$ cat src/rtl/alu_pipe.sv
// alu_pipe: registered ALU with valid/ready handshakes, a persistent carry flag
// and iterative (one bit per cycle) shift/rotate execution.
module alu_pipe #(
  parameter int unsigned WIDTH = 16,
  parameter int unsigned SHW   = $clog2(WIDTH)
) (
  input  logic             clk,
  input  logic             rst_n,
  input  logic             in_valid,
  output logic             in_ready,
  input  logic [WIDTH-1:0] A,
  input  logic [WIDTH-1:0] B,
  input  logic [4:0]       F,
  output logic             out_valid,
  input  logic             out_ready,
  output logic [WIDTH-1:0] Result,
  output logic [5:0]       Status,
  output logic             err
);

  localparam int unsigned W1 = WIDTH + 1;

  localparam logic [4:0] OP_INC = 5'b00001;
  localparam logic [4:0] OP_DEC = 5'b00011;
  localparam logic [4:0] OP_ADD = 5'b00100;
  localparam logic [4:0] OP_ADC = 5'b00101;
  localparam logic [4:0] OP_SUB = 5'b00110;
  localparam logic [4:0] OP_SBB = 5'b00111;
  localparam logic [4:0] OP_AND = 5'b01000;
  localparam logic [4:0] OP_OR  = 5'b01001;
  localparam logic [4:0] OP_XOR = 5'b01010;
  localparam logic [4:0] OP_NOT = 5'b01011;

  typedef enum logic {S_IDLE, S_SHIFT} state_e;

  state_e           state_q, state_d;
  logic             out_valid_q;
  logic [WIDTH-1:0] result_q;
  logic [5:0]       status_q;
  logic             err_q;
  logic             cf_q;
  logic [WIDTH-1:0] sh_val_q;
  logic [SHW-1:0]   sh_cnt_q;
  logic [2:0]       sh_op_q;
  logic             sh_cf_q;

  logic             accept;
  logic             is_shift;
  logic [SHW-1:0]   amt;
  logic [WIDTH-1:0] ar_b;
  logic             ar_cin, ar_sub;
  logic [WIDTH:0]   ar_sum;
  logic [WIDTH-1:0] alu_res;
  logic             alu_cf, alu_vf, alu_af, alu_err;
  logic [5:0]       alu_status;
  logic [WIDTH-1:0] step_val;
  logic             step_cf;
  logic [5:0]       sh_status;

  assign in_ready  = (state_q == S_IDLE) && (!out_valid_q || out_ready);
  assign accept    = in_valid && in_ready;
  assign is_shift  = (F[4:3] == 2'b10);
  assign amt       = B[SHW-1:0];
  assign out_valid = out_valid_q;
  assign Result    = result_q;
  assign Status    = status_q;
  assign err       = err_q;

  // Single-cycle datapath: arithmetic, logic, zero-amount shifts, illegal ops
  always_comb begin
    alu_res = '0;
    alu_cf  = 1'b0;
    alu_vf  = 1'b0;
    alu_af  = 1'b0;
    alu_err = 1'b0;
    ar_b    = (F == OP_INC || F == OP_DEC) ? WIDTH'(1) : B;
    ar_sub  = (F == OP_DEC || F == OP_SUB || F == OP_SBB);
    ar_cin  = (F == OP_ADC || F == OP_SBB) ? cf_q : 1'b0;
    ar_sum  = ar_sub ? ({1'b0, A} - {1'b0, ar_b} - W1'(ar_cin))
                     : ({1'b0, A} + {1'b0, ar_b} + W1'(ar_cin));
    case (F)
      OP_INC, OP_DEC, OP_ADD, OP_ADC, OP_SUB, OP_SBB: begin
        alu_res = ar_sum[WIDTH-1:0];
        alu_cf  = ar_sum[WIDTH];
        // carry/borrow into bit 4 is the carry/borrow out of bit 3
        alu_af  = A[4] ^ ar_b[4] ^ ar_sum[4];
        if (ar_sub)
          alu_vf = (A[WIDTH-1] != ar_b[WIDTH-1]) && (ar_sum[WIDTH-1] != A[WIDTH-1]);
        else
          alu_vf = (A[WIDTH-1] == ar_b[WIDTH-1]) && (ar_sum[WIDTH-1] != A[WIDTH-1]);
      end
      OP_AND: alu_res = A & B;
      OP_OR:  alu_res = A | B;
      OP_XOR: alu_res = A ^ B;
      OP_NOT: alu_res = ~A;
      default: begin
        if (is_shift) begin
          // only the zero-amount case completes here; result is A, carry kept
          alu_res = A;
          alu_cf  = cf_q;
        end else begin
          alu_err = 1'b1;
        end
      end
    endcase
    alu_status = alu_err ? 6'b010010
                         : {alu_cf, (alu_res == '0), alu_res[WIDTH-1], alu_vf,
                            ~^alu_res, alu_af};
  end

  // One-bit shift/rotate step on the working register
  always_comb begin
    step_val = sh_val_q;
    step_cf  = sh_cf_q;
    case (sh_op_q)
      3'b000, 3'b010: begin step_cf = sh_val_q[WIDTH-1]; step_val = {sh_val_q[WIDTH-2:0], 1'b0}; end
      3'b001: begin step_cf = sh_val_q[0]; step_val = {1'b0, sh_val_q[WIDTH-1:1]}; end
      3'b011: begin step_cf = sh_val_q[0]; step_val = {sh_val_q[WIDTH-1], sh_val_q[WIDTH-1:1]}; end
      3'b100: begin step_cf = sh_val_q[WIDTH-1]; step_val = {sh_val_q[WIDTH-2:0], sh_val_q[WIDTH-1]}; end
      3'b101: begin step_cf = sh_val_q[0]; step_val = {sh_val_q[0], sh_val_q[WIDTH-1:1]}; end
      3'b110: begin step_cf = sh_val_q[WIDTH-1]; step_val = {sh_val_q[WIDTH-2:0], sh_cf_q}; end
      default: begin step_cf = sh_val_q[0]; step_val = {sh_cf_q, sh_val_q[WIDTH-1:1]}; end
    endcase
    sh_status = {step_cf, (step_val == '0), step_val[WIDTH-1], 1'b0, ~^step_val, 1'b0};
  end

  // Next-state: enter SHIFT for a nonzero amount, leave after the last bit
  always_comb begin
    state_d = state_q;
    case (state_q)
      S_IDLE:  if (accept && is_shift && amt != '0) state_d = S_SHIFT;
      S_SHIFT: if (sh_cnt_q == SHW'(1)) state_d = S_IDLE;
      default: state_d = S_IDLE;
    endcase
  end

  // State register
  always_ff @(posedge clk or negedge rst_n) begin
    if (!rst_n) state_q <= S_IDLE;
    else        state_q <= state_d;
  end

  // Output, stored-flag and shift working registers
  always_ff @(posedge clk or negedge rst_n) begin
    if (!rst_n) begin
      out_valid_q <= 1'b0;
      result_q    <= '0;
      status_q    <= '0;
      err_q       <= 1'b0;
      cf_q        <= 1'b0;
      sh_val_q    <= '0;
      sh_cnt_q    <= '0;
      sh_op_q     <= '0;
      sh_cf_q     <= 1'b0;
    end else begin
      if (out_valid_q && out_ready) out_valid_q <= 1'b0;
      if (state_q == S_IDLE) begin
        if (accept) begin
          if (is_shift && amt != '0) begin
            sh_val_q <= A;
            sh_cnt_q <= amt;
            sh_op_q  <= F[2:0];
            sh_cf_q  <= cf_q;
          end else begin
            result_q    <= alu_res;
            status_q    <= alu_status;
            err_q       <= alu_err;
            cf_q        <= alu_status[5];
            out_valid_q <= 1'b1;
          end
        end
      end else begin
        sh_val_q <= step_val;
        sh_cf_q  <= step_cf;
        sh_cnt_q <= sh_cnt_q - SHW'(1);
        if (sh_cnt_q == SHW'(1)) begin
          result_q    <= step_val;
          status_q    <= sh_status;
          err_q       <= 1'b0;
          cf_q        <= step_cf;
          out_valid_q <= 1'b1;
        end
      end
    end
  end

endmodule
$ cat config.mk
export PLATFORM = sky130hd
export DESIGN_NAME = alu_pipe
export DESIGN_NICKNAME = d
export VERILOG_FILES = /design/src/rtl/alu_pipe.sv
export SDC_FILE = /design/constraint.sdc
export NUM_CORES = 1
export LEC_CHECK = 0
export CORE_MARGIN = 2
export CORE_UTILIZATION = 45
export DETAILED_ROUTE_END_ITERATION = 6
export GPL_ROUTABILITY_DRIVEN = 0
export GPL_TIMING_DRIVEN = 0
export PLACE_DENSITY = 0.73
export SLEW_MARGIN = 20
export SYNTH_ARGS = -nofsm -noshare
export SYNTH_HDL_FRONTEND = slang
export SYNTH_SLANG_ARGS = --single-unit
export TNS_END_PERCENT = 5
$ cat constraint.sdc
create_clock -name clk -period 10 [get_ports clk]
set_input_delay 2 -clock clk [delete_from_list [all_inputs] [get_ports clk]]
set_output_delay 2 -clock clk [all_outputs]
set_load 0.05 [all_outputs]
==> results.md <==
Final layout:
- The number of standard cells in the final layout excluding fillers is 1001.
- Compared with the post-synthesis result, the final layout area differs by 16.7%.
- With fillers left out, the area of the finished cells amounts to 7180 µm².
- The net count of the finished layout is 964.
- The share of layout cells above drive strength 1 is 0.0691.
- The number of antenna diodes in the final layout is 0.

Routing:
- Summing over every cut layer, the via total after detailed routing is 5986.
- The final layout contains routed wiring with a total length of 19.2 mm.
- After the first detailed-routing iteration, the DRC count stood at 632.
- For this run, the detailed router's first-pass iteration total came to 5.
- After detailed routing, the number of vias per cell comes to 5.98.
- The number of nets with antenna violations after routing is 0.
- The post-route DRC violation count is 0.
- Dividing the detail-routed wire length by the instance count gives 19.2 µm.

Timing:
- The worst path in the final design needs a cycle of 7460 ps, including I/O delays and setup.
- Setup repair after global routing left no endpoint under its margin.
- For the pin with the worst max-slew slack, the measured transition is 1100 ps.
- The final setup skew is 5.37 ps.
- The number of failing setup endpoints in the final timing report is 0.
- The max-slew violation count was 0.
- The worst slew slack as a fraction of its limit is 0.268.
- The post-route fraction of the period consumed by the critical path is 0.746.
- Based on the critical path, the design can be clocked at up to 0.134 GHz.
- The worst hold-check slack is 467 ps.
- In the final timing run, aggregate negative setup slack is 0 ps.
- The final count of hold timing violations is 0.

Logic synthesis:
- By count the netlist is led by ha_1 (95), nor2_1 (92), inv_1 (72), nand2_1 (55), dfrtp_1 (49).
- The share of flip-flops with an asynchronous set or reset after synthesis is 1.00.
- By area the synthesized netlist is led by dfrtp_1 (20%), ha_1 (19%), nor2_1 (5.6%).
- Counting every net in the synthesized netlist gives 893.
- The most frequent cell after synthesis is ha_1.
- The most used flip-flop cell after synthesis is dfrtp_1.
- The synthesized design spends more area on one cell type than any other, namely dfrtp_1.
- The area of the mapped netlist is 6160 µm².
- The Yosys step of the flow raised 0 warnings.
- Yosys mapped a number of flops with a built-in enable equal to 0.
- The share of Yosys cell area claimed by the top area cell type is 0.199.
- Counting distinct cell types in the post-synthesis netlist gives 79.
- The register bit total from synthesis is 49.
- The mean post-synth cell area is 8.18 µm².
- Of the synthesized area, sequential elements account for 0.199.
- The count of mapped cells out of synthesis is 753.

GRT:
- The via count of the first global-routing pass is 5607.
- The number of antenna violations at the first check in global routing is 0.
- The residual overflow from global routing is 0.
- The first global-routing pass estimated 30.1 mm of wire.
- The largest net degree at the start of global routing is 33.
- Across every metal layer, demand over resource in global routing totals 0.265.

Die:
- The width of the die is 121 µm.
- The area of the die is 14600 µm².
- The y dimension of the die is 121 µm.
- The number of top-level pins is 66.
- The region available for standard cell placement spans 13300 µm².
- The floorplan has 42 rows.
- For this configuration, the core starts out at a cell density of 0.463.

Hold path:
- In this run the worst hold path is classified as reg -> reg.

Clock network:
- The total clock buffers created by CTS is 5.
- The number of H-tree levels is 2.
- In this run, post-CTS hold repair placed 0 buffers.
- TritonCTS built the clock tree.
- The clock drives 49 sinks.
- After clock tree synthesis, the clock-pin slew on the worst setup and hold paths is 70 ps.
- The post-cts gate resize count is 0.
- The later pin in the worst-skew pair is clocked with a latency of 300 ps.
- The buffers inserted during post-CTS setup optimization is 0.
- The number of buffers on the longest clock path is 2.
- Clock tree synthesis selected as its root buffer the cell clkbuf_16.

Pwr:
- In this run the static leakage power is 3.20 nW.
- The share of total power dissipated in the clock network is 0.108.
- The fraction of power consumed by combinational cells is 0.672.
- Internal power comes to 0.824 mW.
- Of the total power, the share spent switching nets is 0.492.
- In this run the power spent charging and discharging nets is 0.799 mW.
- The total power divided by cell area is 226 nW/µm².
- Power comes to 1.62 mW.
- The maximum vdd drop is 0.0943 mV.
- The share of total power dissipated in sequential elements is 0.220.

Placed design:
- The post-placement cell area is 7020 µm².
- The post-placement cell count is 993.
- The estimated wirelength of the detail-placed design is 15.3 mm.
- The number of buffer cells added on primary ports is 63.

Worst setup path:
- The critical path startpoint category is an input pin.
- The critical path start-end classification is in -> reg.
- For the worst setup path, the data required time is 10220 ps.
- The kind of end point of the critical path is a flip-flop.
- The arrival time at the worst endpoint is 7680 ps.
- The signal on the critical path passes through clkdlybuf4s50_1, nor2_1, nand2_1, nor2_1, clkbuf_1, nor2_1, ha_1, inv_1, ha_1, and2_1, and4_1, a221oi_2, o21ai_0, a2111oi_0, nor3_1, ha_1, xnor2_1, xnor2_1, xnor2_1, o22ai_1, a21oi_1.
- Among all stages on the critical path, the largest delay is contributed by clkdlybuf4s50_1.
- In this run the worst path has a maximum fanout of 10.
- The highest cell delay on the worst timing path is 570 ps.

Outcome:
- The run finished with clean final reports.

Flow run:
- The max-capacitance violation count is 0.
-- power by group through the flow --
stage	logic, mW	clock network (mW)	registers [mW]
2_1_floorplan	0.647	0	0.476
3_3_place_gp	1.06	0	0.353
3_5_place_dp	1.07	0	0.353
4_1_cts	1.08	0.177	0.353
5_1_grt	1.17	0.185	0.363
6_report	1.09	0.176	0.356
-- flip-flops by register name, indices dropped and copies added (netlist names) --
signal,count
Status,6
sh_val_q,16
Result,16
sh_op_q,3
err,1
sh_cnt_q,4
state_q,1
sh_cf_q,1
out_valid,1
-- metrics by stage --
step / setup WS [ps] / utilization
after floorplan: 3880 / -
after global placement: 2350 / 0.527
after detailed placement: 2350 / 0.528
after CTS: 2630 / 0.540
after global routing: 2130 / 0.540
final: 2540 / 0.540
-- metal layers --
layer | share of wire | vias to the layer above | track usage
met5 | 0 | - | 0
met4 | 0.033 | 0 | 0.0887
met3 | 0.072 | 48 | 0.0305
met2 | 0.45 | 272 | 0.430
met1 | 0.45 | 2807 | 0.365
li1 | - | 2859 | -
-- area by class of cell --
class                      count  area, µm²
buffer                        28        125
clock buffer                   6        139
clock inverter                 2       13.8
fill                        1256       6110
inverter                      75        282
multi-input combinational    601       4530
sequential                    49       1230
tap                          176        220
timing repair buffer          64        646
-- kinds of logic after synthesis --
| kind of cell | share of synthesized area |
|---|---|
| AO/OA/AOI/OAI | 0.247 |
| flip-flops | 0.199 |
| AND/OR/NAND/NOR | 0.165 |
| XOR/XNOR | 0.0540 |
| adder cells (fa/ha/maj) | 0.206 |
| buffers and inverters | 0.0660 |
| multiplexers | 0.0622 |
-- critical path, delay by kind of cell --
family | cells | cell delay [ps]
buf+inv | 3 | 1190
xor+xnor | 3 | 550
fa+ha+maj | 3 | 1040
simple gates | 7 | 1620
compound gates | 5 | 1300
-- path summary, 6_finish.rpt --
path	cells past startpoint	start	slack (ps)	to
min	2	Result[5]	470	Result[5]
min reg2reg	2	Result[5]	470	Result[5]
min in group asynchronous	1	rst_n	1640	sh_val_q[3]
max	21	F[4]	2540	Status[1]
max in group asynchronous	2	rst_n	7850	sh_op_q[0]
max reg2reg	17	Status[5]	5290	Status[1]
-- cell usage in the layout, fill, tap and decap left out, drive strengths merged, types with 7 or more instances in the layout --
cell type and n:
nand3 8, clkbuf 19, o21a 7, o21ai 36
dfrtp 49, mux2i 27, o211ai 8, mux2 10
clkdlybuf4s50 62, a211oi 11, inv 74, xnor2 32
nor2b 7, buf 17, a221o 23, nor2 95
nand2 55, a21oi 50, a2111oi 8, ha 95
a31oi 8, nor3 14
No activity file was read; power rests on OpenSTA's default activity.
